File: src/rtl/frag_serializer_if.sv
// Bus bundle for frag_serializer: R18 hit-group handshake in, R19 fragment stream out.
// With FRAG_STATS_EN defined it also carries the running done/fragment totals.
interface frag_serializer_if #(
   parameter int SIGFIG = 24,
   parameter int AXIS   = 3,
   parameter int COLORS = 3,
   parameter int LANES  = 4,
   parameter int CNT_W  = 32
);
   logic [AXIS-1:0][LANES-1:0][SIGFIG-1:0] hit_R18S;
   logic [COLORS-1:0][SIGFIG-1:0]          color_R18U;
   logic [LANES-1:0]                       hit_valid_R18H;
   logic                                   tri_end_R18H;
   logic                                   in_valid_R18H;
   logic                                   in_ready_R18H;

   logic [AXIS-1:0][SIGFIG-1:0]            hit_R19S;
   logic [COLORS-1:0][SIGFIG-1:0]          color_R19U;
   logic                                   frag_valid_R19H;
   logic                                   done_R19H;
   logic [CNT_W-1:0]                       tri_hits_R19U;
   logic                                   halt_R19H;
`ifdef FRAG_STATS_EN
   logic [CNT_W-1:0]                       stat_tri_R19U;
   logic [CNT_W-1:0]                       stat_frag_R19U;
`endif

   modport master (
      output hit_R18S, color_R18U, hit_valid_R18H, tri_end_R18H, in_valid_R18H, halt_R19H,
      input  in_ready_R18H, hit_R19S, color_R19U, frag_valid_R19H, done_R19H, tri_hits_R19U
`ifdef FRAG_STATS_EN
      , stat_tri_R19U, stat_frag_R19U
`endif
   );

   modport slave (
      input  hit_R18S, color_R18U, hit_valid_R18H, tri_end_R18H, in_valid_R18H, halt_R19H,
      output in_ready_R18H, hit_R19S, color_R19U, frag_valid_R19H, done_R19H, tri_hits_R19U
`ifdef FRAG_STATS_EN
      , stat_tri_R19U, stat_frag_R19U
`endif
   );
endinterface

File: src/rtl/frag_serializer.sv
// Buffers 4-lane hit groups and serializes them into one fragment per cycle under halt backpressure.
// Optional FRAG_STATS_EN adds free-running done-beat and fragment-beat totals.
module frag_serializer #(
   parameter int SIGFIG     = 24,
   parameter int RADIX      = 10,
   parameter int AXIS       = 3,
   parameter int COLORS     = 3,
   parameter int LANES      = 4,
   parameter int FIFO_DEPTH = 2,
   parameter int CNT_W      = 32
) (
   input logic              clk,
   input logic              rst,
   frag_serializer_if.slave bus
);
   localparam int PTR_W  = (FIFO_DEPTH > 1) ? $clog2(FIFO_DEPTH) : 1;
   localparam int UW     = PTR_W + 1;
   localparam int LANE_W = (LANES > 1) ? $clog2(LANES) : 1;

   // Fraction bits only ride along with the coordinates; reject nonsense at elaboration.
   if (RADIX > SIGFIG) begin : g_radix_check
      $error("frag_serializer: RADIX exceeds SIGFIG");
   end

   typedef enum logic [1:0] {IDLE, SER, TERM} state_t;

   state_t state, state_next;

   logic [AXIS-1:0][LANES-1:0][SIGFIG-1:0] fifo_hit   [FIFO_DEPTH];
   logic [COLORS-1:0][SIGFIG-1:0]          fifo_color [FIFO_DEPTH];
   logic [LANES-1:0]                       fifo_mask  [FIFO_DEPTH];
   logic                                   fifo_end   [FIFO_DEPTH];

   logic [PTR_W-1:0] rd_ptr, wr_ptr;
   logic [UW-1:0]    used, used_next;
   logic             ready_q;

   logic [AXIS-1:0][SIGFIG-1:0]   hit_q, hit_next;
   logic [COLORS-1:0][SIGFIG-1:0] color_q, color_next;
   logic                          done_q, done_next;
   logic [CNT_W-1:0]              hits_q, hits_next;
   logic [CNT_W-1:0]              count, count_next, count_inc;

   logic             push, pop, clear_lane, have_head;
   logic [LANES-1:0] head_mask, rest_mask;
   logic [LANE_W-1:0] lane;

   always_comb begin
      head_mask = fifo_mask[rd_ptr];
      rest_mask = head_mask & (head_mask - LANES'(1));
      lane      = '0;
      for (int i = LANES - 1; i >= 0; i--) begin
         if (head_mask[i]) lane = LANE_W'(i);
      end
      have_head = (used != '0);
      count_inc = (count == '1) ? count : count + CNT_W'(1);
      push      = bus.in_valid_R18H && ready_q && ((|bus.hit_valid_R18H) || bus.tri_end_R18H);
   end

   // Beat generator: a new beat is loaded straight from the FIFO head whenever the
   // current beat advances, so consecutive groups stream without a bubble.
   always_comb begin
      state_next = state;
      hit_next   = hit_q;
      color_next = color_q;
      done_next  = done_q;
      hits_next  = hits_q;
      count_next = count;
      pop        = 1'b0;
      clear_lane = 1'b0;
      if (!bus.halt_R19H) begin
         state_next = IDLE;
         hit_next   = '0;
         color_next = '0;
         done_next  = 1'b0;
         hits_next  = '0;
         if (have_head) begin
            color_next = fifo_color[rd_ptr];
            if (head_mask != '0) begin
               state_next = SER;
               clear_lane = 1'b1;
               count_next = count_inc;
               for (int a = 0; a < AXIS; a++) begin
                  hit_next[a] = fifo_hit[rd_ptr][a][lane];
               end
               if (rest_mask == '0) begin
                  pop = 1'b1;
                  if (fifo_end[rd_ptr]) begin
                     done_next  = 1'b1;
                     hits_next  = count_inc;
                     count_next = '0;
                  end
               end
            end else begin
               state_next = TERM;
               done_next  = 1'b1;
               hits_next  = count;
               count_next = '0;
               pop        = 1'b1;
            end
         end
      end
   end

   always_comb begin
      case ({push, pop})
         2'b10:   used_next = used + UW'(1);
         2'b01:   used_next = used - UW'(1);
         default: used_next = used;
      endcase
   end

   // Ready is registered from the next occupancy, so a full FIFO refuses a push even in a pop cycle.
   always_ff @(posedge clk or negedge rst) begin
      if (!rst) begin
         state   <= IDLE;
         hit_q   <= '0;
         color_q <= '0;
         done_q  <= 1'b0;
         hits_q  <= '0;
         count   <= '0;
         rd_ptr  <= '0;
         wr_ptr  <= '0;
         used    <= '0;
         ready_q <= 1'b0;
      end else begin
         state   <= state_next;
         hit_q   <= hit_next;
         color_q <= color_next;
         done_q  <= done_next;
         hits_q  <= hits_next;
         count   <= count_next;
         used    <= used_next;
         ready_q <= (used_next != UW'(FIFO_DEPTH));
         if (push) wr_ptr <= wr_ptr + PTR_W'(1);
         if (pop)  rd_ptr <= rd_ptr + PTR_W'(1);
      end
   end

   always_ff @(posedge clk) begin
      if (push) begin
         fifo_hit[wr_ptr]   <= bus.hit_R18S;
         fifo_color[wr_ptr] <= bus.color_R18U;
         fifo_mask[wr_ptr]  <= bus.hit_valid_R18H;
         fifo_end[wr_ptr]   <= bus.tri_end_R18H;
      end
      if (clear_lane) fifo_mask[rd_ptr] <= rest_mask;
   end

   assign bus.in_ready_R18H   = ready_q;
   assign bus.hit_R19S        = hit_q;
   assign bus.color_R19U      = color_q;
   assign bus.frag_valid_R19H = (state == SER);
   assign bus.done_R19H       = done_q;
   assign bus.tri_hits_R19U   = hits_q;

`ifdef FRAG_STATS_EN
   logic [CNT_W-1:0] stat_tri, stat_frag;

   always_ff @(posedge clk or negedge rst) begin
      if (!rst) begin
         stat_tri  <= '0;
         stat_frag <= '0;
      end else if (!bus.halt_R19H) begin
         if (done_q)         stat_tri  <= stat_tri + CNT_W'(1);
         if (state == SER)   stat_frag <= stat_frag + CNT_W'(1);
      end
   end

   assign bus.stat_tri_R19U  = stat_tri;
   assign bus.stat_frag_R19U = stat_frag;
`endif
endmodule

File: src/flat_wrapper.sv
// flat-port wrapper written by rule: the top's interface ports become plain ports
module frag_serializer_flat 
#(
   parameter int SIGFIG     = 24,
   parameter int RADIX      = 10,
   parameter int AXIS       = 3,
   parameter int COLORS     = 3,
   parameter int LANES      = 4,
   parameter int FIFO_DEPTH = 2,
   parameter int CNT_W      = 32
)
  (clk, rst, bus_hit_R18S, bus_color_R18U, bus_hit_valid_R18H, bus_tri_end_R18H, bus_in_valid_R18H, bus_halt_R19H, bus_in_ready_R18H, bus_hit_R19S, bus_color_R19U, bus_frag_valid_R19H, bus_done_R19H, bus_tri_hits_R19U);
  frag_serializer_if #(.SIGFIG(SIGFIG), .AXIS(AXIS), .COLORS(COLORS), .LANES(LANES), .CNT_W(CNT_W)) bus_i ();
  input logic clk;
  input logic rst;
  input wire logic [$bits(bus_i.hit_R18S)-1:0] bus_hit_R18S;
  input wire logic [$bits(bus_i.color_R18U)-1:0] bus_color_R18U;
  input wire logic [$bits(bus_i.hit_valid_R18H)-1:0] bus_hit_valid_R18H;
  input wire logic [$bits(bus_i.tri_end_R18H)-1:0] bus_tri_end_R18H;
  input wire logic [$bits(bus_i.in_valid_R18H)-1:0] bus_in_valid_R18H;
  input wire logic [$bits(bus_i.halt_R19H)-1:0] bus_halt_R19H;
  output wire logic [$bits(bus_i.in_ready_R18H)-1:0] bus_in_ready_R18H;
  output wire logic [$bits(bus_i.hit_R19S)-1:0] bus_hit_R19S;
  output wire logic [$bits(bus_i.color_R19U)-1:0] bus_color_R19U;
  output wire logic [$bits(bus_i.frag_valid_R19H)-1:0] bus_frag_valid_R19H;
  output wire logic [$bits(bus_i.done_R19H)-1:0] bus_done_R19H;
  output wire logic [$bits(bus_i.tri_hits_R19U)-1:0] bus_tri_hits_R19U;
  assign bus_i.hit_R18S = bus_hit_R18S;
  assign bus_i.color_R18U = bus_color_R18U;
  assign bus_i.hit_valid_R18H = bus_hit_valid_R18H;
  assign bus_i.tri_end_R18H = bus_tri_end_R18H;
  assign bus_i.in_valid_R18H = bus_in_valid_R18H;
  assign bus_i.halt_R19H = bus_halt_R19H;
  assign bus_in_ready_R18H = bus_i.in_ready_R18H;
  assign bus_hit_R19S = bus_i.hit_R19S;
  assign bus_color_R19U = bus_i.color_R19U;
  assign bus_frag_valid_R19H = bus_i.frag_valid_R19H;
  assign bus_done_R19H = bus_i.done_R19H;
  assign bus_tri_hits_R19U = bus_i.tri_hits_R19U;
  frag_serializer #(.SIGFIG(SIGFIG), .RADIX(RADIX), .AXIS(AXIS), .COLORS(COLORS), .LANES(LANES), .FIFO_DEPTH(FIFO_DEPTH), .CNT_W(CNT_W)) u_core (.clk(clk), .rst(rst), .bus(bus_i));
endmodule
File: config.mk
export PLATFORM = sky130hd
export DESIGN_NAME = frag_serializer_flat
export DESIGN_NICKNAME = d
export VERILOG_FILES = /design/src/rtl/frag_serializer_if.sv /design/src/rtl/frag_serializer.sv /design/src/flat_wrapper.sv
export SDC_FILE = /design/constraint.sdc
export NUM_CORES = 1
export LEC_CHECK = 0
export BUFFER_PORTS_ARGS = -buffer_cell sky130_fd_sc_hd__buf_4
export CORE_MARGIN = 4
export CORE_UTILIZATION = 42
export DETAILED_ROUTE_END_ITERATION = 6
export SKIP_LAST_GASP = 1
export SYNTH_ARGS = -nofsm -noshare
export SYNTH_HDL_FRONTEND = slang
export SYNTH_SLANG_ARGS = --single-unit
File: constraint.sdc
create_clock -name clk -period 50.9 [get_ports clk]
set_input_delay 10.18 -clock clk [delete_from_list [all_inputs] [get_ports clk]]
set_output_delay 10.18 -clock clk [all_outputs]
set_load 0.03 [all_outputs]
==> results of run 1 <==
-- per-stage QoR --
step	utilization	power [µW]	hold slack, ns
after floorplan	-	1725	0.4460
after global placement	0.4851	1921	0.4628
after detailed placement	0.4851	1939	0.4611
after CTS	0.5244	2671	0.4746
after global routing	0.5247	2767	0.4852
final	0.5249	2638	0.4710
-- power by group --
group          internal (µW)  total (µW)  switching (µW)
clock network            429         726             297
logic                    308         801             493
registers               1040        1110            73.0
total                   1780        2640             863
-- layer usage --
layer	part of all wire	wire length (µm)	GRT usage	vias up
met4	0.033	3052	0.07291	16
met1	0.39	35740	0.2453	10450
met5	0.0014	129	0	-
li1	-	-	-	9348
met3	0.080	7341	0.06121	170
met2	0.50	45760	0.3310	647
-- flip-flops by register name, summed over array words and instances, names as in the netlist --
register / flops
u_core.bus.in_ready_R18H: 1
u_core.fifo_mask: 8
u_core.bus.tri_hits_R19U: 32
u_core.used: 2
u_core.bus.done_R19H: 1
u_core.rd_ptr: 1
u_core.bus.color_R19U: 72
u_core.fifo_end: 2
u_core.count: 32
u_core.fifo_hit: 576
u_core.bus.hit_R19S: 72
u_core.wr_ptr: 1
u_core.fifo_color: 144
u_core.state: 2
-- worst max-delay path: stages --
cell	delay (ns)
buf_4	0.10
or4_1	0.10
o211ai_1	0.28
nor2_4	0.82
buf_4	0.83
buf_4	0.73
buf_4	0.77
-- cell usage in the layout, fill, tap and decap left out, drive strengths merged, types with 36 or more instances in the layout --
cell    Yosys  routed
a21oi      55      55
edfxtp    730     730
mux2i     197     197
a221o      46      46
clkinv      0      36
buf        57     572
mux4       72      72
nand2     177     177
clkbuf     63     132
dfrtp     216     216
o21ai     167     167
-- cell families (layout without fill, tap and decap cells) --
kind of cell / Yosys count / in the layout / synth area share
xor gates and xnor gates: 29 / 29 / 0.007057
buffers and inverters: 126 / 764 / 0.01617
adders and majority gates: 2 / 2 / 0.0006952
and+or+nand+nor: 295 / 295 / 0.03730
AOI/OAI and AO/OA: 391 / 391 / 0.07026
DFF: 946 / 946 / 0.7593
other: 0 / 17 / 0
muxes: 299 / 299 / 0.1092
-- cell type report --
type	count	area (µm²)
Antenna cell	17	42.54
Clock buffer	132	2724
Clock inverter	54	618.1
Fill cell	6981	40460
Inverter	6	22.52
Multi-Input combinational cell	1016	8168
Sequential cell	946	27330
Tap cell	1144	1431
Timing Repair Buffer	572	4355
-- worst max path at each step --
stage	start	endpoint	slack, ns	depth (start not counted)
CTS	bus_hit_valid_R18H[3]	u_core.fifo_hit[1][145]	37.13	7
floorplan	bus_hit_valid_R18H[3]	u_core.fifo_color[0][0]	24.36	3
global placement	bus_hit_valid_R18H[3]	u_core.fifo_hit[1][174]	36.60	7
detailed placement	bus_hit_valid_R18H[3]	u_core.fifo_hit[1][102]	36.47	7
finish	bus_hit_valid_R18H[3]	u_core.fifo_hit[1][36]	37.15	7
global route	bus_hit_valid_R18H[3]	u_core.fifo_hit[1][119]	36.87	7
==> results.py, run 1 <==
metrics = {
    "worst_setup_path": {
        "r2r_setup_slack_ns": 46.19,
        "worstReg2RegEnd": "u_core.bus.hit_R19S[12]",
        "reg2reg_from": "u_core.rd_ptr",
        "r2r_cells": 7,
        "cp.arrival_ns": 14.00,
        "cp.required_ns": 51.16,
        "cp-end-kind": "register",
        "crit_fanout": 64,
        "start_kind": "primary input",
        "critical_path_class": "primary input to register",
    },
    "global_routing": {
        "grt_util_all_layers": 0.1986,
        "grt_max_degree": 165,
        "antenna_found_initial": 24,
        "grt_pass1_wl_mm": 135.8,
        "grt_pass1_vias": 21560,
        "grt_overflow": 0,
    },
    "timing": {
        "finalHoldViolations": 0,
        "fmax_mhz": 72.75,
        "relSlewSlack": 0.1195,
        "layout_setup_ws_ns": 37.15,
        "min_period_over_period": 0.2701,
        "period_needed_ns": 13.75,
        "tns_ns": 0,
        "drv_slew": 0,
        "rsz0062_at_grt": "false",
        "tightest_slew_ns": 1.321,
        "skew_ns": 0.02529,
        "finalSetupViolations": 0,
    },
    "route": {
        "viasPerCell": 5.308,
        "drc": 0,
        "wl_per_cell_um": 23.68,
        "drt-total-wl_mm": 92.03,
        "drt_iter0_markers": 1368,
        "vias": 20630,
        "ant_nets": 0,
        "dr.pass1.iters": 5,
    },
    "logic_synthesis": {
        "yosysTopAreaCellShare": 0.6091,
        "synth_seq_area_share": 0.7593,
        "synth_area_leaders": "edfxtp_1, dfrtp_1, mux2i_1, mux4_2, o21ai_0",
        "synth_edf_count": 730,
        "yosysMostFrequentCell": "edfxtp_1",
        "post_synth_instance_area_mm2": 0.03599,
        "synth-main-ff-cell": "edfxtp_1",
        "ys_seq_elements": 946,
        "ys_warn_count": 0,
        "synthArstFlopShare": 0.2283,
        "syn-instance-count": 2088,
        "syn-num-nets": 2459,
        "synth_area_per_cell_um2": 17.24,
        "synthTopCellsByCount": "edfxtp_1, dfrtp_1, mux2i_1",
        "synth.distinct_cells": 59,
        "yosys.area.top_type": "edfxtp_1",
    },
    "power": {
        "powerDensity_mw_per_mm2": 59.02,
        "p_leak_uw": 0.01705,
        "max-vdd-ir-drop_mv": 0.08117,
    },
    "cts": {
        "clkTransAtPathRegs_ns": 0.06,
        "clockRootBuffer": "clkbuf_16",
        "clk_latency_ns": 0.65,
        "h-tree-depth": 3,
        "post_cts_resized": 0,
        "clock_path_buffers": 3,
        "cts_setup_buffers": 0,
        "cts_tree": "yes",
        "hold_buffers": 0,
        "cts.sinks": 946,
        "numCtsBuffers": 99,
    },
    "place": {
        "dp_hpwl_mm": 58.35,
        "dp_slack_ns": 36.47,
        "finalWeightedCongestion": 0.8107,
        "placed_area_mm2": 0.04131,
        "place.port_buffers": 547,
        "placed_cells": 3684,
    },
    "worst_hold_path": {
        "hold_class": "register to register",
        "holdCritStartpoint": "u_core.state[0]",
        "holdPathStages": 1,
        "whs_endpoint": "u_core.state[0]",
    },
    "layout": {
        "syn2layout_area_growth_pct": 24.18,
        "final_cells": 3887,
        "finish.net_count": 3012,
        "fin_area_mm2": 0.04469,
        "drive_above_1_share": 0.3092,
    },
    "die": {
        "die_w_um": 300.7,
        "die_h_um": 300.7,
        "coreArea_mm2": 0.08515,
        "ios": 548,
        "rows": 107,
        "start_util": 0.4227,
        "dieArea_mm2": 0.09044,
    },
    "flow_run": {
        "maxCapViolCount": 0,
    },
    "status": {
        "status": "finished clean",
    },
}
No activity file was read; power rests on OpenSTA's default activity.
==> inputs of run 2 (changes only) <==
==> constraint.sdc (replaced) <==
create_clock -name clk -period 13.5 [get_ports clk]
set_input_delay 2.7 -clock clk [delete_from_list [all_inputs] [get_ports clk]]
set_output_delay 2.7 -clock clk [all_outputs]
set_load 0.03 [all_outputs]
==> run 2 against run 1 <==
Against the previous run:
- sequential power increased to 3.7 times the previous value
- routed wire length increased by 0.63%
- sequential cell count unchanged
- largest power group unchanged
- first-iteration DRC count increased by 1.8%
- global-route usage increased by 0.082 points
- via count increased by 0.96%
==> results.py, run 2 (same netlist as run 1, synthesis figures left out) <==
metrics = {
    "cts": {
        "h-tree-depth": 3,
        "clock_path_buffers": 3,
        "post_cts_resized": 0,
        "cts_tree": "yes",
        "hold_buffers": 0,
        "cts_setup_buffers": 0,
        "clk_latency_ns": 0.66,
        "clockRootBuffer": "clkbuf_16",
        "clkTransAtPathRegs_ns": 0.06,
        "numCtsBuffers": 100,
        "cts.sinks": 946,
    },
    "place": {
        "placed_cells": 3685,
        "dp_hpwl_mm": 58.61,
        "finalWeightedCongestion": 0.8185,
        "place.port_buffers": 547,
        "placed_area_mm2": 0.04131,
    },
    "route": {
        "drc": 0,
        "drt-total-wl_mm": 92.61,
        "viasPerCell": 5.361,
        "wl_per_cell_um": 23.83,
        "dr.pass1.iters": 6,
        "ant_nets": 0,
        "drt_iter0_markers": 1392,
        "vias": 20830,
    },
    "die": {
        "die_h_um": 300.7,
        "dieArea_mm2": 0.09044,
        "die_w_um": 300.7,
        "ios": 548,
        "coreArea_mm2": 0.08515,
        "start_util": 0.4227,
        "rows": 107,
    },
    "power": {
        "p_leak_uw": 0.01708,
        "max-vdd-ir-drop_mv": 0.2122,
        "powerDensity_mw_per_mm2": 222.7,
    },
    "worst_hold_path": {
        "hold_class": "register to register",
        "whs_endpoint": "u_core.state[0]",
        "holdCritStartpoint": "u_core.state[0]",
        "holdPathStages": 1,
    },
    "worst_setup_path": {
        "cp_common_cell": "buf_4",
        "start_kind": "primary input",
        "r2r_setup_slack_ns": 8.86,
        "max_stage_delay_ns": 0.92,
        "cp.arrival_ns": 6.77,
        "cp-end-kind": "register",
        "reg2reg_from": "u_core.bus.in_ready_R18H",
        "cp.required_ns": 13.78,
        "r2r_cells": 5,
        "cpMaxStageDelayCell": "nor2_4",
        "critical_path_class": "primary input to register",
        "worstReg2RegEnd": "u_core.fifo_hit[0][109]",
        "path_cells": "buf_4 -> or4_1 -> o211ai_1 -> nor2_4 -> buf_4 -> buf_4 -> buf_4",
        "crit_fanout": 71,
    },
    "layout": {
        "syn2layout_area_growth_pct": 24.19,
        "largest_register": "u_core.fifo_hit",
        "finish.net_count": 3014,
        "seq_area_mm2": 0.02733,
        "fillers": 6967,
        "top_regs": "u_core.fifo_hit x576, u_core.fifo_color x144",
        "largest_reg_flops": 576,
        "drive_above_1_share": 0.3106,
        "fin_area_mm2": 0.04470,
        "multiInputGateArea_mm2": 0.008168,
        "mostFrequentLayoutCells": "edfxtp_1, buf_4, dfrtp_1",
        "final_common_cell": "edfxtp_1",
        "final_cells": 3886,
    },
    "global_routing": {
        "grt_pass1_wl_mm": 136.4,
        "grt_max_degree": 163,
        "grt_pass1_vias": 21850,
        "grt_overflow": 0,
        "grt_util_all_layers": 0.1994,
        "antenna_found_initial": 24,
    },
    "timing": {
        "drv_slew": 0,
        "finalSetupViolations": 0,
        "rsz0062_at_grt": "false",
        "finalHoldViolations": 0,
        "skew_ns": 0.04693,
        "period_needed_ns": 6.485,
        "min_period_over_period": 0.4804,
        "relSlewSlack": 0.1761,
        "tightest_slew_ns": 1.236,
        "fmax_mhz": 154.2,
    },
    "flow_run": {
        "maxCapViolCount": 0,
    },
    "status": {
        "status": "finished clean",
    },
}
## run 2: cell count changes in the layout (fill, tap and decap cells not counted), sizes merged
cell and change:
clkbuf +9, clkinv -7, clkinvlp -4, inv +3
diode -2, buf +1, bufinv -1
## run 2: critical path, delay by kind of cell
family,cells,cell delay [ns]
compound gates,1,0.27
buf+inv,4,2.52
simple gates,2,1.02
## run 2: final cells by class
| type | count | area share |
|---|---|---|
| sequential | 946 | 0.6115 |
| multi-input combinational | 1016 | 0.1827 |
| timing repair buffer | 573 | 0.09761 |
| clock buffer | 141 | 0.06234 |
| tap | 1144 | 0.03202 |
| clock inverter | 45 | 0.01246 |
| antenna | 15 | 0.0008398 |
| inverter | 6 | 0.0005039 |
## run 2: worst max path at each step
stage / from / endpoint / slack [ns]
final: bus_hit_valid_R18H[3] / u_core.fifo_hit[0][109] / 7.01
after floorplan: bus_hit_valid_R18H[3] / u_core.fifo_color[0][0] / -5.56
after CTS: bus_hit_valid_R18H[3] / u_core.fifo_hit[0][121] / 6.97
after global routing: bus_hit_valid_R18H[3] / u_core.fifo_hit[0][121] / 6.71
after global placement: bus_hit_valid_R18H[3] / u_core.fifo_hit[0][42] / 6.42
after detailed placement: bus_hit_valid_R18H[3] / u_core.fifo_hit[0][18] / 6.27
## run 2: where the power goes
group,leakage [µW],switching [µW],internal (µW)
clock,0.00163,1120,1620
sequential,0.00959,249,3910
combinational,0.00586,1890,1160
total,0.0171,3260,6690
## run 2: per-layer routing
metal / vias up / part of all wire / track usage
li1: 9372 / - / -
met1: 10610 / 0.39 / 0.2462
met2: 679 / 0.50 / 0.3367
met3: 157 / 0.081 / 0.06042
met4: 20 / 0.027 / 0.06642
met5: - / 0.0016 / 0
## run 2: stage by stage
step                 TNS, ns  hold slack (ns)    util  setup WS, ns  power (µW)
CTS                        0           0.4800  0.5245         6.970       10080
floorplan           -4014.71           0.4460       -        -5.561        6506
finish                     0           0.4790  0.5249         7.015        9953
global placement           0           0.4614  0.4852         6.418        7251
global route               0           0.5060  0.5247         6.712       10430
detailed placement         0           0.4661  0.4852         6.271        7321
==> inputs of run 3 (changes only) <==
==> constraint.sdc (replaced) <==
create_clock -name clk -period 5.7 [get_ports clk]
set_input_delay 1.14 -clock clk [delete_from_list [all_inputs] [get_ports clk]]
set_output_delay 1.14 -clock clk [all_outputs]
set_load 0.03 [all_outputs]
==> run 3 against run 2 <==
Against the previous run:
- non-clock buffer count increased by 6
- total power increased by 140%
- utilization increased by 0.096 points
- sequential cell count unchanged
- worst hold slack improved by 0.0065 ns
- sequential share of layout area decreased by 0.11 points
- register-to-register slack got worse by 7.0 ns
- largest cell class unchanged
==> results.py, run 3 (same netlist as run 1, synthesis figures left out) <==
metrics = {
    "status": {
        "status": "finished clean",
    },
    "cts": {
        "hold_buffers": 0,
        "clkTransAtPathRegs_ns": 0.06,
        "numCtsBuffers": 99,
        "clock_path_buffers": 3,
        "cts_setup_buffers": 0,
        "clk_latency_ns": 0.66,
        "cts.sinks": 946,
        "cts_tree": "yes",
        "post_cts_resized": 0,
        "clockRootBuffer": "clkbuf_16",
        "h-tree-depth": 3,
    },
    "global_routing": {
        "grt_pass1_vias": 21810,
        "grt_pass1_wl_mm": 137.0,
        "grt_overflow": 0,
        "antenna_found_initial": 25,
        "grt_util_all_layers": 0.2014,
        "grt_max_degree": 128,
    },
    "timing": {
        "layout_setup_ws_ns": 1.858,
        "drv_slew": 0,
        "finalHoldViolations": 0,
        "skew_ns": 0.04271,
        "min_period_over_period": 0.6741,
        "fmax_mhz": 260.3,
        "tightest_slew_ns": 1.106,
        "rsz0062_at_grt": "false",
        "finalSetupViolations": 0,
        "relSlewSlack": 0.2592,
        "period_needed_ns": 3.842,
    },
    "worst_setup_path": {
        "start_kind": "register",
        "crit_fanout": 57,
        "cp-end-kind": "register",
        "cp.arrival_ns": 4.38,
        "max_stage_delay_ns": 0.89,
        "critical_path_class": "register to register",
        "path_buf_inv": 2,
        "path_cells": "buf_4 -> buf_4 -> nand2b_1 -> o22ai_1 -> a221o_1",
        "cp.required_ns": 6.24,
        "cpMaxStageDelayCell": "nand2b_1",
        "crit_family": "buffers and inverters",
        "cp_common_cell": "buf_4",
    },
    "worst_hold_path": {
        "hold_class": "register to register",
    },
    "route": {
        "ant_nets": 0,
        "drt_iter0_markers": 1674,
        "dr.pass1.iters": 7,
        "viasPerCell": 5.335,
        "wl_per_cell_um": 23.89,
        "drc": 0,
        "drt-total-wl_mm": 93.02,
        "vias": 20770,
    },
    "layout": {
        "fin_area_mm2": 0.04478,
        "largest_reg_flops": 576,
        "final_util": 0.5259,
        "drive_above_1_share": 0.3137,
        "largest_register": "u_core.fifo_hit",
        "final_cells": 3894,
        "final_common_cell": "edfxtp_1",
        "fillers": 6992,
        "finish.net_count": 3019,
        "mostFrequentLayoutCells": "edfxtp_1, buf_4, dfrtp_1",
        "top_regs": "u_core.fifo_hit x576, u_core.fifo_color x144",
        "syn2layout_area_growth_pct": 24.42,
    },
    "die": {
        "rows": 107,
        "die_h_um": 300.7,
        "ios": 548,
        "coreArea_mm2": 0.08515,
        "die_w_um": 300.7,
        "dieArea_mm2": 0.09044,
        "start_util": 0.4227,
    },
    "power": {
        "finalPower_uw": 23560,
        "powerDensity_mw_per_mm2": 526.1,
        "max-vdd-ir-drop_mv": 0.4189,
        "p_leak_uw": 0.01710,
    },
    "place": {
        "placed_cells": 3691,
        "finalWeightedCongestion": 0.8342,
        "placed_area_mm2": 0.04140,
        "dp_slack_ns": 1.726,
        "dp_hpwl_mm": 60.31,
        "place.port_buffers": 547,
    },
    "flow_run": {
        "maxCapViolCount": 0,
    },
}
## run 3: layer usage
layer,wire [µm],GRT usage,vias to the layer above
li1,-,-,9367
met1,36310,0.2536,10470
met2,46030,0.3304,756
met3,7889,0.06164,162
met4,2640,0.07450,18
met5,143,0,-
## run 3: worst paths after layout
check                           startpoint  slack, ns                        end  cells past startpoint
setup / recovery             u_core.rd_ptr       1.86    u_core.bus.hit_R19S[38]                      5
hold / removal             u_core.state[1]       0.49            u_core.state[1]                      1
setup reg to reg             u_core.rd_ptr       1.86    u_core.bus.hit_R19S[38]                      5
hold reg to reg            u_core.state[1]       0.49            u_core.state[1]                      1
max in group asynchronous              rst       3.91  u_core.bus.color_R19U[38]                      2
min in group asynchronous              rst       0.53    u_core.bus.hit_R19S[62]                      1
## run 3: power breakdown
part	internal, µW	switching, µW	total (µW)
sequential	9250	635	9880
clock	3780	2650	6430
combinational	2780	4470	7240
## run 3: stage by stage
step | setup TNS [ns] | hold slack [ns]
after floorplan | -1155.35 | 0.4460
after detailed placement | 0 | 0.4732
after CTS | 0 | 0.4875
after global placement | 0 | 0.4663
final | 0 | 0.4855
after global routing | 0 | 0.4990
## run 3: cell type report
type | instances | area (µm²) | share of cell area
flip-flops and latches | 946 | 27330 | 0.6104
multi-input cells | 1016 | 8169 | 0.1824
repair buffers | 579 | 4446 | 0.09928
clock buffers | 146 | 2864 | 0.06396
well taps | 1144 | 1431 | 0.03197
clock inverters | 42 | 476.7 | 0.01065
diodes | 15 | 37.54 | 0.0008383
inverters | 6 | 22.52 | 0.0005030
